`src/rtl/sdram_burst_xfer.sv`:
```
// sdram_burst_xfer: burst engine that turns a (base, length) request into a
// sequence of single-word SDRAM FIFO writes or reads.
//
// Write words are fetched from a source buffer by index (src_idx/src_data).
// Read words are returned to a destination buffer (dst_we/dst_idx/dst_data).
// Each channel has a one-deep pending slot, so a start pulse is never lost
// while another burst is running. Write pending wins over read pending.
//
// Optional build macro: SDRAM_XFER_TIMEOUT_EN adds a 16-bit wait watchdog
// that aborts a stuck burst and raises a sticky err flag.
//
// Handshake: write/read are one-cycle request strobes with their address
// and data held stable afterwards. The FIFO accepts a write once wr_full is
// seen low in the wait state, and a read word is valid while rd_empty is low
// in the wait state. A new request is never issued before that acceptance,
// so write and read are never high together.

module sdram_burst_xfer #(
    parameter int DATA_W = 16,
    parameter int ADDR_W = 25,
    parameter int LEN_W  = 8
) (
    input  logic              clk,
    input  logic              reset,
    input  logic              wr_start,
    input  logic [ADDR_W-1:0] wr_base,
    input  logic [LEN_W-1:0]  wr_len,
    input  logic              rd_start,
    input  logic [ADDR_W-1:0] rd_base,
    input  logic [LEN_W-1:0]  rd_len,
    output logic [LEN_W-1:0]  src_idx,
    input  logic [DATA_W-1:0] src_data,
    output logic              dst_we,
    output logic [LEN_W-1:0]  dst_idx,
    output logic [DATA_W-1:0] dst_data,
    input  logic              wr_full,
    input  logic              rd_empty,
    input  logic [DATA_W-1:0] readdata,
    output logic              write,
    output logic [ADDR_W-1:0] writeaddr,
    output logic [DATA_W-1:0] writedata,
    output logic              read,
    output logic [ADDR_W-1:0] readaddr,
    output logic              busy,
    output logic              wr_done,
    output logic              rd_done,
    output logic              err,
    output logic [2:0]        state_dbg
);

    typedef enum logic [2:0] {
        IDLE   = 3'd0,
        W_REQ  = 3'd1,
        W_WAIT = 3'd2,
        R_REQ  = 3'd3,
        R_WAIT = 3'd4
    } state_t;

    state_t state, state_next;

    logic              wr_pend, rd_pend;
    logic [ADDR_W-1:0] wr_pbase, rd_pbase;
    logic [LEN_W-1:0]  wr_plen, rd_plen;
    logic [ADDR_W-1:0] act_base;
    logic [LEN_W-1:0]  act_len;
    logic [LEN_W-1:0]  k;

    logic              last_k;
    logic              take_wr, take_rd;
    logic [ADDR_W-1:0] req_addr;
    logic              timeout;
    logic              abort_w, abort_r;

    assign last_k    = (k == act_len - LEN_W'(1));
    assign take_wr   = (state == IDLE) && wr_pend;
    assign take_rd   = (state == IDLE) && !wr_pend && rd_pend;
    // Truncating add: the address space wraps at 2^ADDR_W.
    assign req_addr  = act_base + ADDR_W'(k);
    assign abort_w   = (state == W_WAIT) && wr_full && timeout;
    assign abort_r   = (state == R_WAIT) && rd_empty && timeout;
    assign src_idx   = k;
    assign busy      = (state != IDLE) || wr_pend || rd_pend;
    assign state_dbg = state;

`ifdef SDRAM_XFER_TIMEOUT_EN
    logic [15:0] wait_cnt;

    assign timeout = (wait_cnt == 16'hFFFF);

    // Count cycles spent in a wait state; any state change restarts the count.
    always_ff @(posedge clk or posedge reset) begin
        if (reset)
            wait_cnt <= '0;
        else if (state_next != state)
            wait_cnt <= '0;
        else if (state == W_WAIT || state == R_WAIT)
            wait_cnt <= wait_cnt + 16'd1;
    end

    // Sticky error flag, set whenever a burst is abandoned by the watchdog.
    always_ff @(posedge clk or posedge reset) begin
        if (reset)
            err <= 1'b0;
        else if (abort_w || abort_r)
            err <= 1'b1;
    end
`else
    assign timeout = 1'b0;
    assign err     = 1'b0;
`endif

    // State register.
    always_ff @(posedge clk or posedge reset) begin
        if (reset)
            state <= IDLE;
        else
            state <= state_next;
    end

    // Next-state selection: arbitrate pending bursts, then step per word.
    always_comb begin
        state_next = state;
        case (state)
            IDLE: begin
                if (wr_pend)
                    state_next = (wr_plen == '0) ? IDLE : W_REQ;
                else if (rd_pend)
                    state_next = (rd_plen == '0) ? IDLE : R_REQ;
            end
            W_REQ:  state_next = W_WAIT;
            W_WAIT: begin
                if (!wr_full)
                    state_next = last_k ? IDLE : W_REQ;
                else if (timeout)
                    state_next = IDLE;
            end
            R_REQ:  state_next = R_WAIT;
            R_WAIT: begin
                if (!rd_empty)
                    state_next = last_k ? IDLE : R_REQ;
                else if (timeout)
                    state_next = IDLE;
            end
            default: state_next = IDLE;
        endcase
    end

    // Pending slots, active burst parameters, word index and registered outputs.
    always_ff @(posedge clk or posedge reset) begin
        if (reset) begin
            wr_pend   <= 1'b0;
            rd_pend   <= 1'b0;
            wr_pbase  <= '0;
            rd_pbase  <= '0;
            wr_plen   <= '0;
            rd_plen   <= '0;
            act_base  <= '0;
            act_len   <= '0;
            k         <= '0;
            write     <= 1'b0;
            writeaddr <= '0;
            writedata <= '0;
            read      <= 1'b0;
            readaddr  <= '0;
            dst_we    <= 1'b0;
            dst_idx   <= '0;
            dst_data  <= '0;
            wr_done   <= 1'b0;
            rd_done   <= 1'b0;
        end else begin
            write   <= 1'b0;
            read    <= 1'b0;
            dst_we  <= 1'b0;
            wr_done <= 1'b0;
            rd_done <= 1'b0;

            // A start pulse always lands in the slot, even over a pending one.
            if (wr_start) begin
                wr_pend  <= 1'b1;
                wr_pbase <= wr_base;
                wr_plen  <= wr_len;
            end else if (take_wr) begin
                wr_pend <= 1'b0;
            end

            if (rd_start) begin
                rd_pend  <= 1'b1;
                rd_pbase <= rd_base;
                rd_plen  <= rd_len;
            end else if (take_rd) begin
                rd_pend <= 1'b0;
            end

            case (state)
                IDLE: begin
                    if (take_wr) begin
                        act_base <= wr_pbase;
                        act_len  <= wr_plen;
                        k        <= '0;
                        if (wr_plen == '0)
                            wr_done <= 1'b1;
                    end else if (take_rd) begin
                        act_base <= rd_pbase;
                        act_len  <= rd_plen;
                        k        <= '0;
                        if (rd_plen == '0)
                            rd_done <= 1'b1;
                    end
                end
                W_REQ: begin
                    write     <= 1'b1;
                    writeaddr <= req_addr;
                    writedata <= src_data;
                end
                W_WAIT: begin
                    if (!wr_full) begin
                        if (last_k)
                            wr_done <= 1'b1;
                        else
                            k <= k + LEN_W'(1);
                    end else if (abort_w) begin
                        wr_done <= 1'b1;
                    end
                end
                R_REQ: begin
                    read     <= 1'b1;
                    readaddr <= req_addr;
                end
                R_WAIT: begin
                    if (!rd_empty) begin
                        dst_we   <= 1'b1;
                        dst_idx  <= k;
                        dst_data <= readdata;
                        if (last_k)
                            rd_done <= 1'b1;
                        else
                            k <= k + LEN_W'(1);
                    end else if (abort_r) begin
                        rd_done <= 1'b1;
                    end
                end
                default: ;
            endcase
        end
    end

endmodule

```
`config.mk`:
```
export PLATFORM = sky130hd
export DESIGN_NAME = sdram_burst_xfer
export DESIGN_NICKNAME = d
export VERILOG_FILES = /design/src/rtl/sdram_burst_xfer.sv
export SDC_FILE = /design/constraint.sdc
export NUM_CORES = 1
export LEC_CHECK = 0
export ABC_CLOCK_PERIOD_IN_PS = 7900
export CORE_MARGIN = 1
export CORE_UTILIZATION = 24
export DETAILED_ROUTE_END_ITERATION = 12
export DONT_BUFFER_PORTS = 1
export GPL_TIMING_DRIVEN = 1
export SLEW_MARGIN = 5
export SYNTH_ARGS = -nofsm -noshare
export SYNTH_HDL_FRONTEND = slang
export SYNTH_SLANG_ARGS = --single-unit
```
`constraint.sdc`:
```
create_clock -name clk -period 7.9 [get_ports clk]
set_input_delay 1.58 -clock clk [delete_from_list [all_inputs] [get_ports clk]]
set_output_delay 1.58 -clock clk [all_outputs]
set_load 0.01 [all_outputs]
```
==> impl_metrics.env, run 1 <==
export IMPL_outcome="complete, no violations"
export IMPL_holdWs_ps=484.0
export IMPL_dp_cells=1294
export IMPL_worst_pin_slew_ps=1195
export IMPL_min_path_cells=2
export IMPL_syn_num_nets=941
export IMPL_htreeDepth=1
export IMPL_worstHoldStart="act_base[3]"
export IMPL_post_drt_wl_per_cell_um=17.49
export IMPL_area_growth_pct=14.13
export IMPL_die_x_um=197.8
export IMPL_fin_tns_setup_ps=0
export IMPL_r2r_start="state_dbg[0]"
export IMPL_globalRoute_busiestLayer="met2"
export IMPL_drt_iter0_drc=317
export IMPL_insertion_delay_ps=530
export IMPL_avgSynthCellArea_um2=11.14
export IMPL_cts_resized=0
export IMPL_core_area_um2=37670
export IMPL_setup_viol=0
export IMPL_slew_headroom_pct=20.36
export IMPL_multiInputGateArea_um2=3757
export IMPL_p_leak_nw=4.466
export IMPL_synth_warnings=0
export IMPL_syn_inst=826
export IMPL_hp_class="flop to flop"
export IMPL_max_freq_mhz=247.8
export IMPL_ant_nets=0
export IMPL_n_fill_cell=3944
export IMPL_rr_endpoint="writeaddr[9]"
export IMPL_pin_count=212
export IMPL_fp_dieArea_um2=39120
export IMPL_drc=0
export IMPL_hold_path_endpoint="act_base[3]"
export IMPL_postSynth_asyncResetShare_pct=100.0
export IMPL_yosysUniqueCellTypes=60
export IMPL_clock_sinks=207
export IMPL_end_kind="output port"
export IMPL_r2r_slack_ps=4790
export IMPL_synth_area_um2=9200
export IMPL_grt_pass1_vias=5817
export IMPL_finalPower_mw=4.101
export IMPL_gp_congestion=0.8069
export IMPL_start_util_pct=24.43
export IMPL_finalClockSkew_ps=16.39
export IMPL_clkTransAtPathRegs_ps=60
export IMPL_grt_use_met2_pct=17.97
export IMPL_cts_hold_buf=0
export IMPL_grtUsageMet3_pct=3.355
export IMPL_cts_setup_buffers=0
export IMPL_rows=71
export IMPL_dp_hpwl_mm=16.56
export IMPL_placed_area_um2=9708
export IMPL_mostFrequentLayoutCell="dfrtp_1"
export IMPL_synth_ff_type="dfrtp_1"
export IMPL_period_minus_slack_ps=4035
export IMPL_final_area_um2=10500
export IMPL_critPathArrivalTime_ps=2460
export IMPL_antenna_cells=0
export IMPL_critical_path_class="flop to output port"
export IMPL_vdd_drop_max_uv=165.6
export IMPL_place_ws_ps=4383
export IMPL_reg2reg_depth=6
export IMPL_globalRouteOverflowTotal=0
export IMPL_cts_buffer_depth=3
export IMPL_ys_seq_elements=207
export IMPL_antenna_found_initial=1
export IMPL_layout_common_cells="dfrtp_1, nand2_1, mux2_2"
export IMPL_cts_tree="done"
export IMPL_gr_usage_met1_pct=15.63
export IMPL_port_buffers=0
export IMPL_cp_max_fo=36
export IMPL_clockRootBuffer="clkbuf_16"
export IMPL_die_height_um=197.8
export IMPL_num_vias=6103
export IMPL_drv_cap=0
export IMPL_grt_pass1_wl_mm=35.11
export IMPL_grt_max_degree=141
export IMPL_ys_seq_area_share_pct=56.30
export IMPL_fin_cells=1337
export IMPL_utilization_pct=27.88
export IMPL_hold_violations=0
export IMPL_wirelength_mm=23.39
export IMPL_cp_required_ps=6320
export IMPL_drtPass1Iterations=4
export IMPL_powerDensity_nw_per_um2=390.5
export IMPL_regArea_um2=5180
export IMPL_drv_slew=0
export IMPL_cts_made_buffers=25
export IMPL_rsz0062_at_grt="no"
export IMPL_synth_edf_count=0
export IMPL_period_share_pct=51.08
export IMPL_via_per_inst=4.565
export IMPL_grt_usage_pct=11.65
export IMPL_setup_ws_ps=3865
export IMPL_drive_gt1_share_pct=18.16
export IMPL_nets=925
export IMPL_critPathLaunchType="flop"
[routing by layer]
layer / vias up / share of wire [%]
met5: - / 0.056
met2: 189 / 44
met3: 38 / 7.3
met1: 2979 / 46
li1: 2895 / -
met4: 2 / 2.8
[worst max path at each step]
stage	from	end	slack, ps	cells after the start
detailed placement	state_dbg[2]	busy	4380	2
CTS	state_dbg[2]	busy	3810	2
global route	state_dbg[2]	busy	3690	2
finish	state_dbg[2]	busy	3860	2
global placement	state_dbg[2]	busy	4420	2
floorplan	reset	act_base[0]	670	1
[state kept, by name (all words and copies together), names as in the netlist, 16 cells and up]
register / cells
writeaddr: 25
rd_pbase: 25
dst_data: 16
writedata: 16
wr_pbase: 25
readaddr: 25
act_base: 25
[worst max-delay path, cell delays in order, from the launching register on]
cell	delay, ps
dfrtp_1	520
or3_1	840
or3_1	570
[final cells by class]
type	instances	share of cell area, %
Clock buffer	32	6.399
Sequential cell	207	49.33
Tap cell	511	6.089
Inverter	17	0.6792
Timing Repair Buffer	8	0.5720
Clock inverter	11	1.144
Multi-Input combinational cell	551	35.78
[power by group]
group	switching [mW]	internal, mW	leakage (nW)	total [mW]
logic	0.702	0.435	1.54	1.14
clock network	0.447	0.664	0.381	1.11
registers	0.439	1.41	2.54	1.85
[cell usage after synthesis, types with 4 or more instances]
| cell type | n | area [µm²] |
|---|---|---|
| a21oi_1 | 10 | 50.05 |
| inv_1 | 17 | 63.81 |
| nand2_1 | 141 | 529.3 |
| mux2i_1 | 13 | 130.1 |
| clkbuf_1 | 37 | 138.9 |
| xnor2_1 | 11 | 96.34 |
| and3_1 | 4 | 25.02 |
| ha_1 | 10 | 125.1 |
| or3_1 | 9 | 56.30 |
| nand3_1 | 10 | 50.05 |
| dfrtp_1 | 207 | 5180 |
| and4_1 | 5 | 43.79 |
| o21ai_0 | 71 | 355.3 |
| nand2b_1 | 9 | 56.30 |
| nor4_1 | 6 | 37.54 |
| a22oi_1 | 35 | 262.8 |
| buf_1 | 8 | 30.03 |
| nor3_1 | 8 | 40.04 |
| mux2_2 | 90 | 1013 |
| a21o_1 | 4 | 30.03 |
| xor2_1 | 12 | 105.1 |
| a31oi_1 | 15 | 93.84 |
| nor2_1 | 25 | 93.84 |
| a211oi_1 | 11 | 82.58 |
[cells by family after synthesis]
| kind of cell | share of synthesized area (%) |
|---|---|
| buffers and inverters | 2.937 |
| adder cells (fa/ha/maj) | 1.578 |
| flip-flops | 56.30 |
| AO/OA/AOI/OAI | 12.21 |
| AND/OR/NAND/NOR | 12.14 |
| XOR/XNOR | 2.190 |
| other | 0.04076 |
| multiplexers | 12.59 |
Note: power is estimated with default switching activity, not from simulation.
==> run 2, diff against run 1 <==
ABC_CLOCK_PERIOD_IN_PS = 3600   (was 7900)
clock period = 3.6 ns   (was 7.9 ns; I/O delays follow)
==> run 2 against run 1 <==
Critical endpoint unchanged. Critical path type unchanged. Cell area increased by 1.5%. Wire length increased by 2.0%. Clock skew decreased by 5.3 ps. Highest routed layer unchanged.
==> impl_metrics.env, run 2 (synthesis results as in run 1) <==
export IMPL_gp_congestion=0.7672
export IMPL_clockRootBuffer="clkbuf_16"
export IMPL_layout_common_cells="dfrtp_1, nand2_1, mux2_2"
export IMPL_dp_cells=1300
export IMPL_drv_cap=0
export IMPL_place_ws_ps=787.8
export IMPL_drt_iter0_drc=263
export IMPL_grt_usage_pct=12.11
export IMPL_setup_ws_ps=716.0
export IMPL_crit_family="simple AND/OR/NAND/NOR gates"
export IMPL_p_leak_nw=4.551
export IMPL_finalClockSkew_ps=11.06
export IMPL_multiInputGateArea_um2=3757
export IMPL_critical_path_class="flop to output port"
export IMPL_grt_pass1_vias=6134
export IMPL_cp_max_fo=36
export IMPL_post_drt_wl_per_cell_um=17.72
export IMPL_nets=932
export IMPL_ant_nets=0
export IMPL_antenna_cells=0
export IMPL_drv_slew=0
export IMPL_cts_setup_buffers=0
export IMPL_rsz0062_at_grt="no"
export IMPL_fp_dieArea_um2=39120
export IMPL_r2r_slack_ps=790
export IMPL_cp_cell_sequence="or3_1 > buf_4 > or3_1"
export IMPL_reg2reg_depth=8
export IMPL_globalRouteOverflowTotal=0
export IMPL_outcome="complete, no violations"
export IMPL_vdd_drop_max_uv=378.8
export IMPL_critPathLaunchType="flop"
export IMPL_cts_resized=0
export IMPL_core_area_um2=37670
export IMPL_max_freq_mhz=346.7
export IMPL_grt_max_degree=73
export IMPL_regArea_um2=5180
export IMPL_utilization_pct=28.29
export IMPL_holdWs_ps=143.5
export IMPL_rr_endpoint="src_idx[0]"
export IMPL_start_util_pct=24.43
export IMPL_via_per_inst=4.577
export IMPL_cts_buffer_depth=3
export IMPL_dp_hpwl_mm=17.56
export IMPL_clock_sinks=207
export IMPL_hold_violations=0
export IMPL_insertion_delay_ps=540
export IMPL_slew_headroom_pct=45.51
export IMPL_period_share_pct=80.11
export IMPL_r2r_start="act_len[0]"
export IMPL_setup_viol=0
export IMPL_max_stage_delay_ps=520
export IMPL_critPathArrivalTime_ps=2160
export IMPL_wirelength_mm=23.86
export IMPL_drtPass1Iterations=4
export IMPL_fin_cells=1346
export IMPL_num_vias=6160
export IMPL_path_buf_inv=1
export IMPL_area_growth_pct=15.80
export IMPL_slowest_stage="dfrtp_1"
export IMPL_drc=0
export IMPL_cts_hold_buf=0
export IMPL_crit_path_frequent_cell="or3_1"
export IMPL_n_fill_cell=3919
export IMPL_htreeDepth=1
export IMPL_port_buffers=0
export IMPL_drive_gt1_share_pct=19.40
export IMPL_antenna_found_initial=3
export IMPL_powerDensity_nw_per_um2=862.9
export IMPL_period_minus_slack_ps=2884
export IMPL_hp_class="input pin to async pin"
export IMPL_rows=71
export IMPL_grt_pass1_wl_mm=36.49
export IMPL_cts_tree="done"
export IMPL_clkTransAtPathRegs_ps=60
export IMPL_fin_tns_setup_ps=0
export IMPL_end_kind="output port"
export IMPL_mostFrequentLayoutCell="dfrtp_1"
export IMPL_pin_count=212
export IMPL_cts_made_buffers=26
export IMPL_die_height_um=197.8
export IMPL_die_x_um=197.8
export IMPL_worst_pin_slew_ps=813.8
export IMPL_cp_required_ps=2880
-- run 2: worst max path at each step --
| stage | start | end | slack, ps | cells after the start |
|---|---|---|---|---|
| after global routing | src_idx[0] | writeaddr[12] | 510 | 9 |
| final | state_dbg[2] | busy | 720 | 3 |
| after global placement | src_idx[0] | writeaddr[18] | 840 | 9 |
| after floorplan | reset | act_base[0] | 190 | 1 |
| after detailed placement | src_idx[0] | writeaddr[14] | 790 | 9 |
| after CTS | state_dbg[2] | busy | 680 | 3 |
-- run 2: layout make-up --
cell class / instances / share of cell area, %
Sequential cell: 207 / 48.62
Multi-Input combinational cell: 551 / 35.27
Clock buffer: 35 / 7.187
Tap cell: 511 / 6.001
Timing Repair Buffer: 14 / 1.339
Clock inverter: 11 / 0.9513
Inverter: 17 / 0.6342
-- run 2: routing by layer --
metal | GRT usage (%) | share of wire (%) | routed length [µm]
met5 | 0 | 0.20 | 48
met2 | 18.71 | 44 | 10470
met1 | 15.72 | 45 | 10700
met4 | 4.479 | 3.5 | 837
met3 | 3.883 | 7.5 | 1790
-- run 2: through the flow --
| step | cell area (µm²) | power [mW] |
|---|---|---|
| finish | 10650 | 9.193 |
| global route | 10650 | 9.899 |
| CTS | 10650 | 9.397 |
| detailed placement | 9787 | 6.731 |
| global placement | 9787 | 6.624 |
| floorplan | 9204 | 5.828 |
-- run 2: power by group --
group / switching, mW / internal [mW] / total [mW]
Combinational: 1.54 / 0.983 / 2.52
Clock: 1.02 / 1.56 / 2.58
Sequential: 0.992 / 3.10 / 4.09
Total: 3.55 / 5.65 / 9.19
==> edit: new RTL, settings of run 1 <==
`DATA_W`: 16 -> 12.
--- a/src/rtl/sdram_burst_xfer.sv
+++ b/src/rtl/sdram_burst_xfer.sv
@@ -16,7 +16,7 @@
 // so write and read are never high together.
 
 module sdram_burst_xfer #(
-    parameter int DATA_W = 16,
+    parameter int DATA_W = 12,
     parameter int ADDR_W = 25,
     parameter int LEN_W  = 8
 ) (
Interface: changed (resized dst_data, readdata, src_data and writedata); port bits go from 212 to 196. The function was not compared with the original's and may differ.
==> edit against run 1 <==
Hold slack gained 14 ps. Setup slack better by 450 ps. Via count decreased by 2.2%. Sequential cell count fell by 8. Cell area shrank 6.5%. Total power fell by 10%. Routed wire length rose by 1.3%. Area after synthesis down 3.9%. Maximum frequency is 13% higher. Register-to-register slack is essentially flat. Largest cell class unchanged.
==> edit: results (changes against run 1) <==
* GPL Wtd Cong at 0.7806 (-3.3%)
* VDD IR max at 0.0001751 V (+5.8%)
* Final core utilization at 0.2734 (-0.005356)
* Via count at 5970 (-2.2%)
* Critical-path cell with the highest stage delay: nor3_1
* Pwr Total at 3.685 mW (-10%)
* FF-to-FF End: writeaddr[20]$_DFFE_PP0P_
* Iteration-0 DRC Markers at 224 (-29%)
* Critical path arrival at 2010 ps (-450 ps)
* Hold EP: act_base[6]$_DFFE_PP0P_
* WL final at 23.69 mm (+1.3%)
* Largest net degree at the start of global routing at 128 (-9.2%)
* WL/cell at 18.73 µm (+7.1%)
* CP Max Fanout at 12 (-67%)
* Met3 Usage GRT at 0.03949 (+0.005930)
* DR WL met3 at 1.267 mm (-25%)
* Nets at 897 (-3.0%)
* Worst r2r path cells at 9 (+3)
* Gr usage total at 0.1301 (+0.01359)
* Vias in the first global route at 5944 (+2.2%)
* Syn Inst Count at 811 (-1.8%)
* Reg clk slew, reported paths at 80 ps (+20 ps)
* Dpl cells at 1232 (-4.8%)
* Clock Skews at 10.71 ps (-5.683 ps)
* Max incr delay on CP at 690 ps (-150 ps)
* First-pass GRT wire length at 36.96 mm (+5.3%)
* Post-synthesis sequential area ratio at 0.5635 (about the same)
* CTS Buf Count at 17 (-32%)
* Bufs on Longest Clock Path at 2 (-1)
* Worst setup path startpoint: state_dbg[0]$_DFFE_PP0P_
* Fraction of final layout cells with drive strength greater than 1 at 0.1631 (-0.01846)
* DP Area at 0.009274 mm² (-4.5%)
* Outcome: completed
* P_clk at 0.841 mW (-24%)
==> edit: how the worst max path moves through the flow <==
stage | end | depth (start not counted) | slack [ps]
floorplan | act_base[0]$_DFFE_PP0P_ | 1 | 890
global placement | dst_idx[1]$_DFFE_PP0P_ | 7 | 4520
detailed placement | dst_idx[1]$_DFFE_PP0P_ | 7 | 4410
CTS | busy | 2 | 4220
global route | busy | 2 | 4180
finish | busy | 2 | 4310
==> edit: cell families after synthesis <==
group	after synthesis	share of synthesized area
flops	199	0.5635
xor+xnor	22	0.02180
compound gates	184	0.1349
mux	81	0.1034
buf+inv	61	0.02973
fa+ha+maj	11	0.01642
other cells	1	0.0004243
simple gates	252	0.1298
==> edit: final cells by class <==
class                           instances  share of cell area
Sequential cell                       199              0.5071
Multi-Input combinational cell        551              0.3675
Tap cell                              461             0.05874
Clock buffer                           17             0.04332
Clock inverter                         15             0.01198
Inverter                               15            0.006498
Timing Repair Buffer                    6            0.004587
Antenna cell                            1           0.0002548
